--- config.mk ---
export PLATFORM = sky130hd
export DESIGN_NAME = gauss3x3_stream_ctrl
export DESIGN_NICKNAME = d
export VERILOG_FILES = /design/src/rtl/gauss3x3_stream_ctrl_pkg.sv /design/src/rtl/gauss3x3_stream_ctrl_line_buffer.sv /design/src/rtl/gauss3x3_stream_ctrl.sv
export SDC_FILE = /design/constraint.sdc
export NUM_CORES = 2
export LEC_CHECK = 0
export ABC_AREA = 1
export CORE_MARGIN = 5
export CORE_UTILIZATION = 52
export DETAILED_ROUTE_END_ITERATION = 7
export GPL_ROUTABILITY_DRIVEN = 0
export PLACE_DENSITY_LB_ADDON = 0.25
export SYNTH_ARGS = -nofsm -noshare
export SYNTH_HDL_FRONTEND = slang
export SYNTH_SLANG_ARGS = --single-unit
--- constraint.sdc ---
create_clock -name clk -period 4 [get_ports clk]
set_clock_uncertainty 0.15 [all_clocks]
set_input_delay 0.6 -clock clk [delete_from_list [all_inputs] [get_ports clk]]
set_output_delay 0.6 -clock clk [all_outputs]
set_load 0.01 [all_outputs]
--- src/rtl/gauss3x3_stream_ctrl_pkg.sv ---
// Shared constants for the 3x3 Gaussian stream sequencer: pixel width,
// default frame geometry and the sequencer state codes.
package gauss3x3_stream_ctrl_pkg;
    localparam int GAUSS_PIX_W = 13;
    localparam int GAUSS_IMG_W = 64;
    localparam int GAUSS_IMG_H = 64;

    localparam logic [1:0] ST_FILL  = 2'd0;
    localparam logic [1:0] ST_RUN   = 2'd1;
    localparam logic [1:0] ST_FLUSH = 2'd2;
    localparam logic [1:0] ST_DONE  = 2'd3;
endpackage

--- src/rtl/gauss3x3_stream_ctrl_line_buffer.sv ---
// One image row of delay: a DEPTH-deep shift line that moves only when en_i
// is high, so data_o is the sample written DEPTH enabled cycles earlier.
module gauss_line_buffer
    import gauss3x3_stream_ctrl_pkg::*;
#(
    parameter int DEPTH = GAUSS_IMG_W,
    parameter int WIDTH = GAUSS_PIX_W
) (
    input  logic             clk,
    input  logic             rst_n,
    input  logic             en_i,
    input  logic [WIDTH-1:0] data_i,
    output logic [WIDTH-1:0] data_o
);
    logic [WIDTH-1:0] lineMem_q [DEPTH];

    always_ff @(posedge clk or negedge rst_n) begin
        if (!rst_n) begin
            for (int k = 0; k < DEPTH; k++) begin
                lineMem_q[k] <= '0;
            end
        end else if (en_i) begin
            lineMem_q[0] <= data_i;
            for (int k = 1; k < DEPTH; k++) begin
                lineMem_q[k] <= lineMem_q[k-1];
            end
        end
    end

    assign data_o = lineMem_q[DEPTH-1];
endmodule

--- src/rtl/gauss3x3_stream_ctrl.sv ---
// Raster-stream sequencer for a combinational 3x3 Gaussian kernel: line buffers,
// window, border masking of the operands and a backpressured result register.
module gauss3x3_stream_ctrl
    import gauss3x3_stream_ctrl_pkg::*;
#(
    parameter int IMG_W = GAUSS_IMG_W,
    parameter int IMG_H = GAUSS_IMG_H,
    parameter int PIX_W = GAUSS_PIX_W
) (
    input  logic             clk,
    input  logic             rst_n,
    input  logic             in_valid_i,
    input  logic [PIX_W-1:0] in_pixel_i,
    output logic             in_ready_o,
    output logic [PIX_W-1:0] k_p0_o,
    output logic [PIX_W-1:0] k_p1_o,
    output logic [PIX_W-1:0] k_p2_o,
    output logic [PIX_W-1:0] k_p3_o,
    output logic [PIX_W-1:0] k_p4_o,
    output logic [PIX_W-1:0] k_p5_o,
    output logic [PIX_W-1:0] k_p6_o,
    output logic [PIX_W-1:0] k_p7_o,
    output logic [PIX_W-1:0] k_p8_o,
    input  logic [PIX_W-1:0] k_result_i,
    output logic             out_valid_o,
    output logic [PIX_W-1:0] out_pixel_o,
    input  logic             out_ready_i,
    output logic             frame_done_o
);
    localparam int IDX_END_I = IMG_W * IMG_H + IMG_W + 1;
    localparam int IDX_W     = $clog2(IDX_END_I + 1);
    localparam int COL_W     = $clog2(IMG_W);
    localparam int ROW_W     = $clog2(IMG_H);

    localparam logic [IDX_W-1:0] FILL_LAST = IDX_W'(IMG_W);
    localparam logic [IDX_W-1:0] IN_LAST   = IDX_W'(IMG_W * IMG_H - 1);
    localparam logic [IDX_W-1:0] IDX_END   = IDX_W'(IDX_END_I);
    localparam logic [COL_W-1:0] COL_LAST  = COL_W'(IMG_W - 1);
    localparam logic [ROW_W-1:0] ROW_LAST  = ROW_W'(IMG_H - 1);

    logic [1:0]       state_q, state_d;
    logic [IDX_W-1:0] inIdx_q, inIdx_d;
    logic [ROW_W-1:0] oRow_q, oRow_d;
    logic [COL_W-1:0] oCol_q, oCol_d;
    logic             outValid_q, outValid_d;
    logic [PIX_W-1:0] outPixel_q, outPixel_d;
    logic [PIX_W-1:0] leftCol_q [3];
    logic [PIX_W-1:0] leftCol_d [3];
    logic [PIX_W-1:0] midCol_q [3];
    logic [PIX_W-1:0] midCol_d [3];

    logic             acceptLike, emitting, slotFree, advance, lastHandshake;
    logic [PIX_W-1:0] sample, lb0Out, lb1Out;
    logic             keepTop, keepBot, keepLeft, keepRight;

    // DONE behaves like FILL for input so the next frame can start immediately.
    assign acceptLike    = (state_q == ST_FILL) || (state_q == ST_RUN) || (state_q == ST_DONE);
    assign emitting      = (state_q == ST_RUN) || (state_q == ST_FLUSH);
    assign slotFree      = !outValid_q || out_ready_i;
    assign in_ready_o    = rst_n && acceptLike && slotFree;
    assign advance       = slotFree && ((acceptLike && in_valid_i) ||
                                        ((state_q == ST_FLUSH) && (inIdx_q != IDX_END)));
    assign lastHandshake = (state_q == ST_FLUSH) && (inIdx_q == IDX_END) && outValid_q && out_ready_i;
    assign sample        = (state_q == ST_FLUSH) ? '0 : in_pixel_i;

    gauss_line_buffer #(.DEPTH(IMG_W), .WIDTH(PIX_W)) u_line0 (
        .clk    (clk),
        .rst_n  (rst_n),
        .en_i   (advance),
        .data_i (sample),
        .data_o (lb0Out)
    );

    gauss_line_buffer #(.DEPTH(IMG_W), .WIDTH(PIX_W)) u_line1 (
        .clk    (clk),
        .rst_n  (rst_n),
        .en_i   (advance),
        .data_i (lb0Out),
        .data_o (lb1Out)
    );

    // The right window column is the live line-buffer taps plus the incoming sample.
    assign keepTop   = emitting && (oRow_q != '0);
    assign keepBot   = emitting && (oRow_q != ROW_LAST);
    assign keepLeft  = (oCol_q != '0);
    assign keepRight = (oCol_q != COL_LAST);

    assign k_p0_o = (keepTop && keepLeft)   ? leftCol_q[0] : '0;
    assign k_p1_o = keepTop                 ? midCol_q[0]  : '0;
    assign k_p2_o = (keepTop && keepRight)  ? lb1Out       : '0;
    assign k_p3_o = (emitting && keepLeft)  ? leftCol_q[1] : '0;
    assign k_p4_o = emitting                ? midCol_q[1]  : '0;
    assign k_p5_o = (emitting && keepRight) ? lb0Out       : '0;
    assign k_p6_o = (keepBot && keepLeft)   ? leftCol_q[2] : '0;
    assign k_p7_o = keepBot                 ? midCol_q[2]  : '0;
    assign k_p8_o = (keepBot && keepRight)  ? sample       : '0;

    always_comb begin
        state_d    = state_q;
        inIdx_d    = inIdx_q;
        oRow_d     = oRow_q;
        oCol_d     = oCol_q;
        outValid_d = outValid_q;
        outPixel_d = outPixel_q;
        leftCol_d  = leftCol_q;
        midCol_d   = midCol_q;

        if (state_q == ST_DONE) begin
            state_d = ST_FILL;
        end

        if (advance) begin
            inIdx_d     = inIdx_q + IDX_W'(1);
            leftCol_d   = midCol_q;
            midCol_d[0] = lb1Out;
            midCol_d[1] = lb0Out;
            midCol_d[2] = sample;
            if (acceptLike && (inIdx_q == FILL_LAST)) begin
                state_d = ST_RUN;
            end
            if ((state_q == ST_RUN) && (inIdx_q == IN_LAST)) begin
                state_d = ST_FLUSH;
            end
            if (emitting) begin
                outPixel_d = k_result_i;
                outValid_d = 1'b1;
                if (oCol_q == COL_LAST) begin
                    oCol_d = '0;
                    oRow_d = (oRow_q == ROW_LAST) ? '0 : oRow_q + ROW_W'(1);
                end else begin
                    oCol_d = oCol_q + COL_W'(1);
                end
            end
        end else if (out_ready_i) begin
            outValid_d = 1'b0;
        end

        if (lastHandshake) begin
            state_d   = ST_DONE;
            inIdx_d   = '0;
            oRow_d    = '0;
            oCol_d    = '0;
            leftCol_d = '{default: '0};
            midCol_d  = '{default: '0};
        end
    end

    always_ff @(posedge clk or negedge rst_n) begin
        if (!rst_n) begin
            state_q    <= ST_FILL;
            inIdx_q    <= '0;
            oRow_q     <= '0;
            oCol_q     <= '0;
            outValid_q <= 1'b0;
            outPixel_q <= '0;
            leftCol_q  <= '{default: '0};
            midCol_q   <= '{default: '0};
        end else begin
            state_q    <= state_d;
            inIdx_q    <= inIdx_d;
            oRow_q     <= oRow_d;
            oCol_q     <= oCol_d;
            outValid_q <= outValid_d;
            outPixel_q <= outPixel_d;
            leftCol_q  <= leftCol_d;
            midCol_q   <= midCol_d;
        end
    end

    assign out_valid_o  = outValid_q;
    assign out_pixel_o  = outPixel_q;
    assign frame_done_o = (state_q == ST_DONE);
endmodule

* After elaboration in Yosys (flattened, before gate mapping)
Index checks and enable logic that the tools add are counted.
Word-level totals: output and inout port bits 133, memories kept 0, RAM bits 0, register bits after elaboration 1783, bits in latches 0, logic and storage cells 223, ROM bits 0
Cells by class: divide/modulo/power cells 0, bitwise logic cells 0, reduce and logical (&&, ||, !) cells 35, multipliers 0, $add $sub $neg 3, mux-type cells 33, magnitude comparators 0, shift operators 0, equality and inequality tests 12
Operators with widths (number):
- $mux W13 | 12
- $mux W39 | 4
- $mux W6 | 9
- $logic_and A1 B1 Y1 | 18
- $add A13 B1 Y13 const B | 1
- $eq A13 B12 Y1 const B | 1
- $eq A13 B13 Y1 const B | 1
- $eq A13 B7 Y1 const B | 1
- $ne A13 B13 Y1 const B | 1
- $add A6 B1 Y6 const B | 2
- $eq A6 B6 Y1 const B | 2
- $ne A6 B6 Y1 const B | 2
- $reduce_bool A6 Y1 | 2
- $mux W2 | 5
- $reduce_bool A2 Y1 | 4
- $reduce_and A2 Y1 | 3
- $logic_or A1 B1 Y1 | 5
- $eq A2 B2 Y1 const B | 2
- $mux W1 | 3
- $reduce_and A3 Y1 | 1
- $eq A2 B1 Y1 const B | 1
- $logic_not A2 Y1 | 1
- $ne A2 B2 Y1 const B | 1
- $logic_not A1 Y1 | 1

* Depth between registers and ports, before layout
depth after elaboration 8, depth in mapped cells 13

* By module
A second synthesis with hierarchy kept.
Second synthesis, totals: cells, all modules 7811, area, all modules 69158.8 um2
By module, submodules not included:
- gauss_line_buffer | instances 2, sequential area each 20820.0 um2, cells an instance 3527, area an instance 31430.1 um2
- gauss3x3_stream_ctrl | instances 1, sequential area each 2977.9 um2, cells an instance 757, area an instance 6298.5 um2

* Worst setup path before layout
No wires, ideal clock.
kind register to output, start register state_q[0], end output k_p8_o[10], path buffers 2, setup slack 1.772 ns, cell stages (with the launch flop) 8, required time 3.250 ns, arrival 1.478 ns, cells stage by stage dfrtp_1 -> inv_1 -> ha_1 -> inv_1 -> clkbuf_1 -> clkbuf_1 -> nand2_1 -> nor2_1
Between the ends: cells in the longest elaborated chain, start to end 5, elaborated cells on any way between the ends 7
RTL lines:
- start, declared | RTL line gauss3x3_stream_ctrl.sv:41 | logic [1:0] state_q, state_d;
- start signal, assigned | RTL line gauss3x3_stream_ctrl.sv:159 | state_q <= state_d;
- $eq A2 B1 Y1 or $eq A2 B2 Y1 (tied branches) | RTL line gauss3x3_stream_ctrl.sv:58, gauss3x3_stream_ctrl.sv:64
- $logic_or A1 B1 Y1 | RTL line gauss3x3_stream_ctrl.sv:58 | assign emitting = (state_q == ST_RUN) || (state_q == ST_FLUSH);
- $logic_and A1 B1 Y1 | RTL line gauss3x3_stream_ctrl.sv:84 | assign keepBot = emitting && (oRow_q != ROW_LAST);
- $logic_and A1 B1 Y1 | RTL line gauss3x3_stream_ctrl.sv:96 | assign k_p8_o = (keepBot && keepRight) ? sample : '0;
- $mux W13 (*) | RTL line gauss3x3_stream_ctrl.sv:96
- end, declared | RTL line gauss3x3_stream_ctrl.sv:23 | output logic [PIX_W-1:0] k_p8_o,
Mark *: on every way between the ends. The rest lies on a longest branch, timed or not.

* Worst setup path in the final report
start register state_q[0], end output k_p1_o[12]
Between the ends: cells in the longest elaborated chain, start to end 4, elaborated cells on any way between the ends 5
RTL lines:
- $eq A2 B1 Y1 or $eq A2 B2 Y1 (tied branches) | RTL line gauss3x3_stream_ctrl.sv:58
- $logic_or A1 B1 Y1 (*) | RTL line gauss3x3_stream_ctrl.sv:58
- $logic_and A1 B1 Y1 (*) | RTL line gauss3x3_stream_ctrl.sv:83 | assign keepTop = emitting && (oRow_q != '0);
- $mux W13 (*) | RTL line gauss3x3_stream_ctrl.sv:89 | assign k_p1_o = keepTop ? midCol_q[0] : '0;
- end, declared | RTL line gauss3x3_stream_ctrl.sv:16 | output logic [PIX_W-1:0] k_p1_o,
Marked as above.

==> impl_metrics.env <==
export IMPL_status="finished, final reports clean"
export IMPL_rows=133
export IMPL_setup_violations=0
export IMPL_synth_cells=7691
export IMPL_yosys_warnings=0
export IMPL_critPathLaunchType="flip-flop"
export IMPL_grt_max_degree=195
export IMPL_path_class="reg2out"
export IMPL_initial_utilization=0.5237
export IMPL_final_antenna_net_count=0
export IMPL_cts_setup_buffers=0
export IMPL_routed_via_count=46890
export IMPL_portBuffers=162
export IMPL_r2r_slack_ps=1140
export IMPL_die_x_um=374.1
export IMPL_drtIter0Drc=3619
export IMPL_viasPerCell=4.869
export IMPL_grt_total_usage=0.1801
export IMPL_hp_class="in2reg"
export IMPL_ioPinCount=163
export IMPL_synth_edf_count=0
export IMPL_p_per_area_nw_per_um2=491.0
export IMPL_dp_hpwl_um=70530
export IMPL_path_buf_inv=3
export IMPL_final_cell_mix="nand2_1, dfrtp_1, inv_1"
export IMPL_fmax_mhz=262.3
export IMPL_core_um2=131600
export IMPL_synth_area_um2=68930
export IMPL_area_growth_pct=11.89
export IMPL_clkLatencyLatePin_ps=790
export IMPL_root_buffer="clkbuf_16"
export IMPL_clock_sinks=1783
export IMPL_drv_cap=0
export IMPL_drt_pre_antenna_iters=5
export IMPL_p_leak_uw=0.04303
export IMPL_worst_slack_ps=187.6
export IMPL_die_h_um=374.1
export IMPL_vdd_drop_max_mv=0.3806
export IMPL_hold_viol=0
export IMPL_drive_above_1_share=0.05117
export IMPL_cp_slowest_cell="clkdlybuf4s50_1"
export IMPL_grt_remaining_overflow=0
export IMPL_async_flop_share=1.000
export IMPL_wl_um=123600
export IMPL_final_seq_area_um2=44620
export IMPL_cts_tree="yes"
export IMPL_grt_pass1_wl_um=220600
export IMPL_fin_tns_setup_ps=0
export IMPL_worstPathRequired_ps=3250
export IMPL_grt_pass1_vias=46910
export IMPL_multi_input_area_um2=20520
export IMPL_antenna_cells=0
export IMPL_wl_per_cell_um=12.83
export IMPL_numCtsBuffers=178
export IMPL_arrival_ps=3060
export IMPL_synthFlopType="dfrtp_1"
export IMPL_holdPathEnd="out_pixel_o[9]"
export IMPL_seq_area_frac_synth=0.6473
export IMPL_crit_path_cell_trace="inv_1 -> ha_2 -> inv_1 -> nand2_1 -> nor2_1 -> clkdlybuf4s50_1"
export IMPL_crit_start="state_q[0]"
export IMPL_period_minus_slack_ps=3812
export IMPL_clock_path_buffers=3
export IMPL_max_slew_margin=0.3874
export IMPL_slew_violations=0
export IMPL_end_kind="output pin"
export IMPL_hold_path_depth=3
export IMPL_r2r_cells=9
export IMPL_reg2reg_from="inIdx_q[0]"
export IMPL_nFillCells=11240
export IMPL_r2r_end="u_line0.lineMem_q[722]"
export IMPL_max_stage_delay_ps=570
export IMPL_syn_nets=7731
export IMPL_min_delay_start="k_result_i[9]"
export IMPL_ys_ff_latch=1783
export IMPL_worst_path_most_repeated_cell="inv_1"
export IMPL_rsz0062_at_grt="no"
export IMPL_synth_distinct_cells=27
export IMPL_drcViolationCount=0
export IMPL_die_area_um2=139900
export IMPL_clk_pin_slew_ps=60
export IMPL_synth_area_per_cell_um2=8.963
export IMPL_fin_util=0.5860
export IMPL_worst_slew_pin_slew_ps=918.9
export IMPL_critPathTopFamily="buffers and inverters"
export IMPL_place_ws_ps=653.9
export IMPL_cp_max_fo=15
export IMPL_period_share=0.9531
export IMPL_layout_nets=7778
export IMPL_htree_levels=4
export IMPL_final_common_cell="nand2_1"
export IMPL_antenna_found_initial=0
==> power by group <==
| part | internal (µW) | switching [µW] |
|---|---|---|
| sequential | 18800 | 445 |
| clock | 9660 | 6940 |
| combinational | 599 | 1430 |
==> cell type report <==
class                           instances  area share
Sequential cell                      1783      0.5785
Multi-Input combinational cell       5299      0.2661
Clock buffer                          262     0.06756
Timing Repair Buffer                  269     0.04013
Tap cell                             1755     0.02847
Inverter                              207     0.01028
Clock inverter                         55    0.009035
==> stage by stage <==
step           area [µm²]  std cells  power [µW]  hold WS, ps
3_3_place_gp        71200       9312       21560        297.0
5_1_grt             77130       9630       39560        173.2
4_1_cts             77120       9630       38420        123.3
3_5_place_dp        71200       9312       21630        299.5
2_1_floorplan       68930       7691       20890        154.4
6_report            77130       9630       37870        200.0
==> flip-flops by register name (all words and copies together), names as in the netlist <==
register and flops:
out_valid_o 1, oCol_q 6, u_line1.data_o 13, u_line0.lineMem_q 819
state_q 2, oRow_q 6, u_line0.data_o 13, inIdx_q 13
midCol_q 39, u_line1.lineMem_q 819, out_pixel_o 13, leftCol_q 39
==> worst max-delay path by stage <==
stage,endpoint,slack [ps],cells after the start
after floorplan,k_p8_o[10],1770,7
after detailed placement,k_p2_o[12],650,6
final,k_p1_o[12],190,6
after CTS,k_p2_o[12],-210,6
after global placement,k_p0_o[0],700,6
after global routing,k_p1_o[3],40,6
==> tightest hold or removal path, delay by kind of cell <==
kind	cells	cell delay, ps
AND/OR/NAND/NOR	2	100
buffers and inverters	1	390
==> synth_stat cells, types with 7 or more instances <==
cell type     n  area [µm²]
xor2_1        8       70.07
nor2_1      146       548.0
nand3_1      44       220.2
clkbuf_1     35       131.4
nor3_1        7       35.03
o21ai_0     172       860.8
nand2_1    4838       18160
nand4_1       8       50.05
buf_6       131        1475
inv_1       199       747.0
dfrtp_1    1783       44620
buf_4        84       630.6
o22ai_1      52       325.3
inv_2         7       26.28
ha_1         10       125.1
buf_2       148       740.7
==> routing by layer <==
| layer | share of wire | vias up | track usage |
|---|---|---|---|
| li1 | - | 23280 | - |
| met1 | 0.47 | 22900 | 0.2496 |
| met5 | 0 | - | 0 |
| met2 | 0.48 | 510 | 0.2998 |
| met4 | 0.021 | 0 | 0.04852 |
| met3 | 0.029 | 202 | 0.02801 |
==> repair_timing <==
| action | 4_1_cts | 5_1_grt |
|---|---|---|
| endpoints found under the hold margin | 135 | 0 |
| setup endpoints to repair | 28 | 79 |
| cloned | 0 | 0 |
| hold buffers | 1 | 0 |
| resized for setup | 1 | 3 |
==> cell families (layout without fill, tap and decap cells) <==
family,after synthesis,in the layout,share of synthesized area
AOI/OAI and AO/OA,230,230,0.01770
xor gates and xnor gates,8,8,0.001016
and+or+nand+nor,5051,5051,0.2768
DFF,1783,1783,0.6473
adders and majority gates,10,10,0.001815
buffers and inverters,609,793,0.05538
(Power assumes the default switching activity.)
